File: src/rtl/pll_lock_supervisor.sv
// Supervises the HDMI PLL: synchronises LOCK, pulses PLL reset with timeout/retry,
// and releases the HDMI domain reset only after lock has been stable.
module pll_lock_supervisor #(
   parameter int SYNC_STAGES      = 2,
   parameter int RST_PULSE_CYCLES = 16,
   parameter int TIMEOUT_CYCLES   = 50000,
   parameter int STABLE_CYCLES    = 1024,
   parameter int MAX_RETRIES      = 7
) (
   input  logic       clk,
   input  logic       rst_n,
   input  logic       pll_lock,
   output logic       pll_rst,
   output logic       domain_rst_n,
   output logic       locked,
   output logic       fail,
   output logic [2:0] retry_count,
   output logic       lock_loss
);

   localparam int MAX_A   = (RST_PULSE_CYCLES > TIMEOUT_CYCLES) ? RST_PULSE_CYCLES : TIMEOUT_CYCLES;
   localparam int CNT_MAX = (MAX_A > STABLE_CYCLES) ? MAX_A : STABLE_CYCLES;
   localparam int CNT_W   = (CNT_MAX > 1) ? $clog2(CNT_MAX) : 1;

   localparam logic [CNT_W-1:0] RST_LAST     = CNT_W'(RST_PULSE_CYCLES - 1);
   localparam logic [CNT_W-1:0] TIMEOUT_LAST = CNT_W'(TIMEOUT_CYCLES - 1);
   localparam logic [CNT_W-1:0] STABLE_LAST  = CNT_W'(STABLE_CYCLES - 1);
   localparam logic [2:0]       RETRY_LIMIT  = 3'(MAX_RETRIES);

   typedef enum logic [2:0] {
      S_RESET_PLL,
      S_WAIT_LOCK,
      S_STABLE,
      S_RUN,
      S_FAIL
   } state_t;

   state_t                 state;
   logic [CNT_W-1:0]       count;
   logic [SYNC_STAGES-1:0] sync_q;
   logic                   lock_s;

   // pll_lock is asynchronous to clk, so nothing else may look at it directly
   always_ff @(posedge clk or negedge rst_n) begin
      if (!rst_n) begin
         sync_q <= '0;
      end else begin
         sync_q <= {sync_q[SYNC_STAGES-2:0], pll_lock};
      end
   end

   assign lock_s = sync_q[SYNC_STAGES-1];

   // One shared counter, cleared on every transition; outputs are set on the
   // transition edge so they change in the same cycle the state does.
   always_ff @(posedge clk or negedge rst_n) begin
      if (!rst_n) begin
         state        <= S_RESET_PLL;
         count        <= '0;
         pll_rst      <= 1'b1;
         domain_rst_n <= 1'b0;
         locked       <= 1'b0;
         fail         <= 1'b0;
         retry_count  <= 3'd0;
         lock_loss    <= 1'b0;
      end else begin
         lock_loss <= 1'b0;
         count     <= count + CNT_W'(1);
         case (state)
            S_RESET_PLL: begin
               if (count == RST_LAST) begin
                  state   <= S_WAIT_LOCK;
                  count   <= '0;
                  pll_rst <= 1'b0;
               end
            end
            S_WAIT_LOCK: begin
               if (lock_s) begin
                  state <= S_STABLE;
                  count <= '0;
               end else if (count == TIMEOUT_LAST) begin
                  count   <= '0;
                  pll_rst <= 1'b1;
                  if (retry_count == RETRY_LIMIT) begin
                     state <= S_FAIL;
                     fail  <= 1'b1;
                  end else begin
                     state       <= S_RESET_PLL;
                     retry_count <= retry_count + 3'd1;
                  end
               end
            end
            S_STABLE: begin
               if (!lock_s) begin
                  state <= S_WAIT_LOCK;
                  count <= '0;
               end else if (count == STABLE_LAST) begin
                  state        <= S_RUN;
                  count        <= '0;
                  locked       <= 1'b1;
                  domain_rst_n <= 1'b1;
                  retry_count  <= 3'd0;
               end
            end
            S_RUN: begin
               count <= '0;
               if (!lock_s) begin
                  state        <= S_RESET_PLL;
                  lock_loss    <= 1'b1;
                  locked       <= 1'b0;
                  domain_rst_n <= 1'b0;
                  pll_rst      <= 1'b1;
               end
            end
            S_FAIL: begin
               count        <= '0;
               pll_rst      <= 1'b1;
               fail         <= 1'b1;
               locked       <= 1'b0;
               domain_rst_n <= 1'b0;
            end
            default: begin
               state        <= S_RESET_PLL;
               count        <= '0;
               pll_rst      <= 1'b1;
               domain_rst_n <= 1'b0;
               locked       <= 1'b0;
            end
         endcase
      end
   end

endmodule
File: config.mk
export PLATFORM = sky130hd
export DESIGN_NAME = pll_lock_supervisor
export DESIGN_NICKNAME = d
export VERILOG_FILES = /design/src/rtl/pll_lock_supervisor.sv
export SDC_FILE = /design/constraint.sdc
export NUM_CORES = 1
export LEC_CHECK = 0
export ABC_CLOCK_PERIOD_IN_PS = 2200
export CAP_MARGIN = 20
export CORE_AREA = 2 2 54 56
export DETAILED_ROUTE_END_ITERATION = 10
export DIE_AREA = 0 0 56 58
export HOLD_SLACK_MARGIN = 0.12
export PLACE_DENSITY_LB_ADDON = 0.1
export SLEW_MARGIN = 30
export SYNTH_ARGS = -nofsm -noshare
export SYNTH_HDL_FRONTEND = slang
export SYNTH_SLANG_ARGS = --single-unit
File: constraint.sdc
create_clock -name clk -period 2.2 [get_ports clk]
set_input_delay 0.44 -clock clk [delete_from_list [all_inputs] [get_ports clk]]
set_output_delay 0.44 -clock clk [all_outputs]
set_load 0.02 [all_outputs]
Word-level counts from Yosys, hierarchy flattened
Cells that the tools add are included.

Order comparisons: 0. $add $sub $neg: 2. Reductions and logical operators: 9. Eq/ne operators: 18. Bitwise gates (word level): 3. Shifts and indexed selects: 0. Mux-type cells: 35. Multiply operators: 0. Divide/modulo/power cells: 0.

Operator list (count): two-way mux 16 bit (5); case mux 16 bit (3 select lines) (1); two-way mux 3 bit (12); adder 16 x 1 -> 16 bit, second input constant (1); == test 16 x 10 -> 1 bit, second input constant (1); == test 16 bit, second input constant (1); == test 16 x 4 -> 1 bit, second input constant (1); != test 2 bit, second input constant (8); case mux 3 bit (5 select lines) (1); two-way mux 1 bit (12); AND reduction 5 bit (2); AND reduction 4 bit (2); == test 3 x 2 -> 1 bit, second input constant (2); == test 3 bit, second input constant (2); != test 3 bit, second input constant (2); case mux 3 bit (2 select lines) (1); AND reduction 6 bit (1); case mux 1 bit (4 select lines) (1); nonzero test 2 bit (2); adder 3 x 1 -> 3 bit, second input constant (1); == test 3 x 1 -> 1 bit, second input constant (1); logical NOT 3 bit (1); NOT 1 bit (3); case mux 1 bit (3 select lines) (1); 2 further kinds (2).

Memories: 0. Bits in latches: 0. ROM bits: 0. Bits in writable memories: 0. Word-level logic and storage cells: 75. Register bits after elaboration: 28.

Longest topological paths before layout
Gate-level depths: netlist of the first run.

Depth in word-level cells: 5. Mapped depth: 7.

Worst setup path after synthesis of the first run
Ideal clock, no wire load.

Kind: register to register. From: register count[0]. To: register state[0]. Buffers on the path: 1. Data arrival time: 1634 ps. Cell stages (with the launch flop): 8. Setup slack: 438 ps. Setup time: 128 ps. Data required time: 2072 ps. Cell sequence: dfrtp_1 > ha_1 > and4_2 > buf_2 > nand4_2 > a21oi_1 > nand2_1 > mux2_1.

Cells in the longest elaborated chain, start to end: 3. Elaborated cells on any way between the ends: 7. Classes of those cells: eq/ne: 6; reduce/logical: 1.

Ends and longest elaborated chain: start, declared (line 39) `logic [CNT_W-1:0] count;`; start signal, assigned (line 68) `count <= count + CNT_W'(1);`; == test 16 x 10 -> 1 bit (tied with other cells) (line 97) `end else if (count == STABLE_LAST) begin`; != test 3 bit (no line) or != test 2 bit (tied branches); AND reduction 5 bit (no line) (*); end signal, assigned (line 95) `state <= S_WAIT_LOCK;`; end signal, assigned (line 98) `state <= S_RUN;`; end signal, assigned (line 108) `state <= S_RESET_PLL;`; end, declared (line 38) `state_t state;`.

Mark *: on every way between the ends. The rest lies on a longest branch, timed or not. A chain may end at the register's enable or synchronous reset.

Final worst setup path of the first run
From: register count[0]. To: register count[7].

Cells in the longest elaborated chain, start to end: 4. Elaborated cells on any way between the ends: 10. Classes of those cells: add/sub: 1; eq/ne: 3; mux: 6.

Ends and longest elaborated chain: adder 16 x 1 -> 16 bit (tied with other cells) (line 68); two-way mux 16 bit, on equally long branches (line 97, 81); two-way mux 16 bit, on equally long branches (line 94, 78); case mux 16 bit (3 select lines) (*) (line 69) `case (state)`.

Marked as above.

==> results summary, run 1 <==
The flip-flop cell with the highest count after synthesis is sky130_fd_sc_hd__dfrtp_1. The final HPWL from detailed placement is between 1.5 and 2 mm. The endpoint type of the worst setup path is a flop.

The netlist area before placement is 1480 um2. The number of enable flip-flop cells after synthesis is 0. The first detailed-routing pass ran for 4 iterations. The ratio of final minimum period to clock period came out at a little over nine tenths. Timing analysis after detailed placement gives a worst setup slack of roughly 0.19 ns. The count of pins over their slew limit came to 0. The maximum clock rate is ~480 MHz. The remaining routing DRC violations is 0.

In this run the worst path has a maximum fanout of 16. The routed design has around 2.4 mm of wire. The tightest slew margin relative to the limit came out at a little over two thirds.

The endpoint required time on the critical path came out at around 2.4 ns. The xor/xnor share of the synthesized area is 8.31%. After synthesis, the share of cell area in mux cells is 2.29%. The area share of the leading cell type in the synthesized netlist came out at 45.8%.

The final-stage net count came out at approximately 160. The total power divided by cell area came out at 756 nW/um2. The number of gates resized after CTS was 0.

The post-detailed-route via-to-cell ratio came out at 5.64. Max-cap violations in this run came to 0. The standby leakage power is 0.712 nW. The type of the worst min-delay path is flop to flop. The adder and majority gate portion of the synthesized area came out at approximately 2.5%. The fraction of the mapped netlist area in compound gates came out at approximately 6.6%. The finished cells cover 1620 um2. The routed via count is between 1k and 1.5k.

The number of buffers created by CTS is 3. The initial antenna violation count came to 0. The initial standard-cell utilization of the core came out at 55.5%. The worst-case setup margin in the final layout came out at 0.131 ns. Synthesis handed over a netlist of 145 instances.

The signal on the critical path passes through ha_1 > nor4b_2 > nand4_1 > a22oi_1 > a21boi_4 > nor2_1. The total placed instance area came out at around 1600 um2. Entering global routing, the biggest net connects 29 pins. TritonCTS built the clock tree. The repair_antennas step left the layout with diodes totalling 0.

The number of buffer cells added on primary ports came out at 10. The number of failing hold endpoints at the final stage came out at 0. The synthesized flop and latch total is 28. The tree is rooted in a sky130_fd_sc_hd__clkbuf_4. The global-route wire length before repair came out at 4.42 mm.

The simple-gate area share of the yosys netlist came out at between 20% and 30%. The post-synthesis net count is around 150. STA classifies the critical path startpoint as a flop. The TritonCTS sink count came out at 28. The largest buffer count on any clock path came out at 2.

The sum of overflow across all layers after global routing is 0. The number of top-level design ports came out at 11. The post-synthesis to final-layout area growth came out at 9.41%. The floorplan step defined a die boundary enclosing about 3200 um2.

On the worst path, the slowest cell contributes a delay of between 0.4 and 0.5 ns. The count of final setup violators is 0. The cell row count is 19.

The proportion of register bits with asynchronous set or reset after synthesis is 100%. Once layout is complete, the utilization of the core stands at 60.7%. The number of global-route vias before repair came out at 989. For the final database, setup skew stands at ~0.0055 ns. After synthesis, the largest family of logic cells by area is simple AND/OR/NAND/NOR gates. The post-route setup TNS is 0 ns. The critical path data arrival time came out at 2.28 ns. The worst supply voltage drop on vdd is 765 uV. Setup repair after global routing left no endpoint under its margin.

The die span in y came out at approximately 58 um. The clock latency reported for the late side of the worst-skew pair came out at between 0.3 and 0.4 ns. Yosys printed 0 warnings.

The flow ran to the end, and the final reports show no timing, DRC or antenna violations. The global-route usage over all layers came out at roughly 17%. The total number of H-tree levels is 1. The largest total area in the synthesized netlist belongs to sky130_fd_sc_hd__dfrtp_1. The worst setup path category is flop to flop. The quantity of hold-fixing buffers added after cts is 0. The DRC violation total after the first TritonRoute iteration came out at 29. The number of library cell types mapped by synthesis came out at 36. By area the synthesized netlist is led by sky130_fd_sc_hd__dfrtp_1 46%, sky130_fd_sc_hd__nor2_1 6.6%, sky130_fd_sc_hd__xnor2_1 4.2%. The die outline width is between 50 and 60 um. At the pin with the least slew margin, the transition time is 0.441 ns. In the final routed layout, each cell accounts on average for about 13 um.

The fraction of the yosys area taken by sequential cells is 47.5%. The post-route total power came out at 1.22 mW. The clock slew seen by the registers of the worst setup and hold paths came out at 0.14 ns. The share of cells above drive strength 1 came out at between 10% and 20%. The slowest stage of the critical path belongs to the cell sky130_fd_sc_hd__a21boi_4. The setup fix buffers added after clock tree synthesis is 0. The cell with the most instances after synthesis is sky130_fd_sc_hd__dfrtp_1. Once detail routing completed, the nets flagged for antenna violations numbered 0. The congestion estimate from routability-driven global placement came to ~0.8.

The area of the core region came out at approximately 2700 um2. The average footprint of a synthesized cell came out at a little over 10 um2. After layout, the minimum clock period comes to between 2 and 2.5 ns.

Sorting the synthesized cells by how often they occur yields 27 x sky130_fd_sc_hd__dfrtp_1, 26 x sky130_fd_sc_hd__nor2_1, 13 x sky130_fd_sc_hd__nand2_1, 7 x sky130_fd_sc_hd__xnor2_1, 7 x sky130_fd_sc_hd__xor2_1.
## worst paths after layout
kind / start / endpoint / slack (ns) / cells after the start
setup / recovery: count[0] / count[7] / 0.13 / 6
hold / removal: sync_q[0] / sync_q[1] / 0.36 / 0
setup reg to reg: count[0] / count[7] / 0.13 / 6
hold reg to reg: sync_q[0] / sync_q[1] / 0.36 / 0
max in group asynchronous: rst_n / pll_rst / 1.43 / 2
min in group asynchronous: rst_n / state[0] / 0.47 / 2
## worst max-delay path, delay by kind of cell (launching register included)
| family | cells | cell delay [ns] |
|---|---|---|
| simple gates | 3 | 0.56 |
| fa+ha+maj | 1 | 0.23 |
| compound gates | 2 | 0.75 |
| flops | 1 | 0.42 |
## layout by cell type (no fill, tap or decap), types with 2 or more instances in the layout
master	instances
sky130_fd_sc_hd__dfrtp_1	27
sky130_fd_sc_hd__nor2_1	26
sky130_fd_sc_hd__nand2_1	13
sky130_fd_sc_hd__clkdlybuf4s50_1	10
sky130_fd_sc_hd__xor2_1	7
sky130_fd_sc_hd__xnor2_1	7
sky130_fd_sc_hd__nor3_1	6
sky130_fd_sc_hd__a21oi_1	6
sky130_fd_sc_hd__nand2b_1	5
sky130_fd_sc_hd__nand4_1	5
sky130_fd_sc_hd__and3_1	3
sky130_fd_sc_hd__and4bb_2	3
sky130_fd_sc_hd__nand3_1	3
sky130_fd_sc_hd__ha_1	3
sky130_fd_sc_hd__clkbuf_4	3
sky130_fd_sc_hd__nor4_4	2
sky130_fd_sc_hd__nor2b_1	2
sky130_fd_sc_hd__mux2_1	2
sky130_fd_sc_hd__o21ai_0	2
sky130_fd_sc_hd__a22o_1	2
sky130_fd_sc_hd__buf_4	2
## kinds of logic (layout without fill, tap and decap cells)
| logic type | after synthesis | in the layout |
|---|---|---|
| adder cells (fa/ha/maj) | 3 | 3 |
| XOR/XNOR | 14 | 14 |
| AO/OA/AOI/OAI | 14 | 14 |
| flip-flops | 28 | 28 |
| buffers and inverters | 7 | 16 |
| AND/OR/NAND/NOR | 76 | 76 |
| multiplexers | 3 | 3 |
## per-layer routing
layer  vias to the layer above  global-route usage [%]  share of wire [%]
met3                         5                    2.23                2.5
li1                        523                       -                  -
met1                       505                    21.8                 49
met5                         -                       0                  0
met2                        10                    29.1                 48
met4                         0                    6.12                1.3
## where the power goes
group	switching [mW]	leakage, nW	internal, mW
Sequential	0.0773	0.377	0.579
Combinational	0.194	0.320	0.159
Clock	0.141	0.0150	0.0711
## sequential cells by signal, summed over array words and instances, names as in the netlist
signal / cells
pll_rst: 1
lock_loss: 1
count: 16
retry_count: 3
fail: 1
state: 3
sync_q: 2
locked: 1
## through the flow
step,std cells,hold slack (ns)
6_report,185,0.364
3_5_place_dp,181,0.335
5_1_grt,185,0.376
3_3_place_gp,181,0.333
2_1_floorplan,145,0.144
4_1_cts,185,0.367
## layout make-up
class	instances	area (um2)
clock buffers	4	26.3
fillers	242	1050
multi-input cells	110	733
flip-flops and latches	28	702
well taps	31	38.8
repair buffers	12	115
No activity file was read; power rests on OpenSTA's default activity.
==> inputs of run 2 (changes only) <==
--- a/config.mk
+++ b/config.mk
@@ -5,12 +5,13 @@
 export SDC_FILE = /design/constraint.sdc
 export NUM_CORES = 1
 export LEC_CHECK = 0
-export ABC_CLOCK_PERIOD_IN_PS = 2200
+export ABC_CLOCK_PERIOD_IN_PS = 2300
 export CAP_MARGIN = 20
-export CORE_AREA = 2 2 54 56
+export CORE_AREA = 2 2 53 55
 export DETAILED_ROUTE_END_ITERATION = 10
-export DIE_AREA = 0 0 56 58
-export HOLD_SLACK_MARGIN = 0.12
+export DIE_AREA = 0 0 55 57
+export DONT_BUFFER_PORTS = 1
+export HOLD_SLACK_MARGIN = 0.1
 export PLACE_DENSITY_LB_ADDON = 0.1
 export SLEW_MARGIN = 30
 export SYNTH_ARGS = -nofsm -noshare
==> constraint.sdc (replaced) <==
create_clock -name clk -period 2.3 [get_ports clk]
set_input_delay 0.46 -clock clk [delete_from_list [all_inputs] [get_ports clk]]
set_output_delay 0.46 -clock clk [all_outputs]
set_load 0.02 [all_outputs]
==> results summary, run 2 (synthesis gave the netlist of run 1 again) <==
The flow ran to the end, and the final reports show no timing, DRC or antenna violations. The maximum fanout encountered on the critical timing path came out at 16. The startpoint type of the worst setup path is a flop. The maximum clock rate is about 490 MHz. The total placed instance area is around 1500 um2. For this run, the total global-route usage over all layers was measured as between 15 and 20%. The later pin in the worst-skew pair is clocked with a latency of approximately 0.32 ns. The library cell used most frequently in the layout, excluding fill and tap cells, is sky130_fd_sc_hd__dfrtp_1. The number of buffers and inverters on the critical path is 0. The initial antenna violation count is 0.

The post-synthesis to final-layout area growth is 3.64%. The final-stage net count is around 150. The register bank with the most flops is count. The number of buffers created by CTS is 3.

Across all layers, the routed design uses around 1.0k vias. The cell row count is 19. The largest registers in the layout are count (16), retry_count (3), state (3). The global-route wire length before repair is approximately 4.3 mm. The internal power consumption is approximately 0.76 mW. The share of cells above drive strength 1 is between 10% and 20%. The path class of the tightest hold or removal check is input pin to flop. The clock slew seen by the registers of the worst setup and hold paths is about 0.15 ns.

The endpoint type of the worst setup path is a flop. The number of antenna repair diodes is 0. The met2 routed wirelength came out at 1.31 mm. In this run the horizontal extent of the chip is around 55 um. The pin slew with the least headroom to its limit is around 0.45 ns. Setup total negative slack on the finished layout was measured at 0 ns.

The total power divided by cell area is ~760 nW/um2. The number of failing hold endpoints at the final stage came out at 0. For this design the total switching power over the nets is slightly above 0.4 mW.

For the worst setup path, the data required time is ~2.5 ns. The initial standard-cell utilization of the core is between 50% and 60%. The total number of H-tree levels came out at 1. The relative contribution of sequential cells to total power came out at 55.7%. The critical path data arrival time is about 2.3 ns. The final estimated routing congestion in global placement came out at 0.782. After layout, the minimum clock period comes to 2.04 ns. The count of maximum capacitance violations came out at 0. The clock drives 28 sinks. Net switching is 35.1% of the power. The remaining routing DRC violations came out at 0.

Among all stages on the critical path, the largest delay is contributed by sky130_fd_sc_hd__a21boi_4. The DRC violation total after the first TritonRoute iteration came out at 38. The number of global-route vias before repair came out at between 900 and 1k. The met3 routed wirelength came out at ~57 um. The highest metal layer carrying signal wires in the routed design is met4. The kind of cell with the highest combined delay along the critical path is compound AO/OA/AOI/OAI gates.

The number of fill cells came out at about 240. In the layout the commonest cells are 27 x sky130_fd_sc_hd__dfrtp_1, 26 x sky130_fd_sc_hd__nor2_1, 13 x sky130_fd_sc_hd__nand2_1, 7 x sky130_fd_sc_hd__xor2_1, 7 x sky130_fd_sc_hd__xnor2_1. Entering global routing, the biggest net connects 29 pins. The worst setup path category is flop to flop.

The worst slack on hold paths is roughly 0.15 ns. The cell sitting at the root of the clock tree is a sky130_fd_sc_hd__clkbuf_4. The worst supply voltage drop on vdd came out at ~500 uV.

Summed over all layers, the global routing overflow is 0. The post-route cell area is about 1500 um2. The post-detailed-route via-to-cell ratio is roughly 6.0. The critical path goes through ha_1 > nor4b_2 > nand4_1 > a22oi_1 > a21boi_4 > nor2_1. Between clock sinks in the finished design, the worst skew comes to approximately 0.0089 ns.

In this run the post-CTS setup repair buffer count came out at 0. The tightest slew margin relative to the limit is around 70%. The die span in y came out at around 57 um. The number of buffer cells added on primary ports is 0.

The count of final setup violators came out at 0. In this design, the stage delay of the slowest critical-path cell is 0.47 ns. The antenna violation net count after detailed routing is 0.

The largest buffer count on any clock path is 2. The die footprint came out at 3140 um2. In the final routed layout, each cell accounts on average for about 15 um.

The number of top-level design ports is 11. Setup repair after global routing left no endpoint under its margin. The register with the most flip-flops in the layout has 16 of them.

The final HPWL from detailed placement is about 1.8 mm. For this block, the routed nets add up to ~2.6 mm of wire. Per report_power, the clock group accounts for 17.9% of the total. The count of pins over their slew limit came out at 0. TritonCTS built the clock tree. The area of the core region came out at 2620 um2.

The first detailed-routing pass took 4 iterations. The ratio of final minimum period to clock period is approximately nine tenths. For this design the static power due to leakage is around 0.7 nW. The met1 wire length came out at approximately 1.2 mm.

The part of the power in combinational logic is roughly a quarter.
-- run 2: final timing paths --
kind	from	end	slack, ns	cells after the start
worst max-delay path	count[0]	count[3]	0.26	6
worst min-delay path	pll_lock	sync_q[0]	0.15	0
worst max register to register	count[0]	count[3]	0.26	6
worst min register to register	sync_q[0]	sync_q[1]	0.37	0
max in group asynchronous	rst_n	pll_rst	1.50	2
min in group asynchronous	rst_n	count[2]	0.56	2
-- run 2: layer usage --
| metal | global-route usage [%] | vias to the layer above |
|---|---|---|
| li1 | - | 503 |
| met1 | 25.1 | 526 |
| met2 | 30.4 | 11 |
| met3 | 2.36 | 4 |
| met4 | 4.18 | 0 |
| met5 | 0 | - |
-- run 2: final cells by class --
cell class	instances	area, um2	share of cell area, %
repair buffers	2	30.0	1.96
multi-input cells	110	733	47.9
well taps	31	38.8	2.53
flip-flops and latches	28	702	45.9
clock buffers	4	26.3	1.72
-- run 2: power by group through the flow --
stage	Combinational [mW]	Sequential, mW	Clock, mW
2_1_floorplan	0.297	0.610	0
6_report	0.308	0.649	0.209
3_5_place_dp	0.292	0.655	0
4_1_cts	0.310	0.646	0.210
5_1_grt	0.342	0.657	0.236
3_3_place_gp	0.285	0.651	0
-- run 2: timing repair --
| item | 4_1_cts | 5_1_grt |
|---|---|---|
| hold buffers | 2 | 0 |
| hold endpoints to repair | 28 | 0 |
| gates resized for setup | 0 | 0 |
-- run 2: through the flow --
| stage | util [%] | total power [mW] | worst slack (ns) | cells |
|---|---|---|---|---|
| after CTS | 58.5 | 1.17 | 0.256 | 175 |
| after global routing | 58.5 | 1.24 | 0.0781 | 175 |
| after global placement | 56.4 | 0.936 | 0.393 | 169 |
| final | 58.5 | 1.17 | 0.263 | 175 |
| after detailed placement | 56.4 | 0.947 | 0.281 | 169 |
| after floorplan | - | 0.907 | 0.538 | 145 |
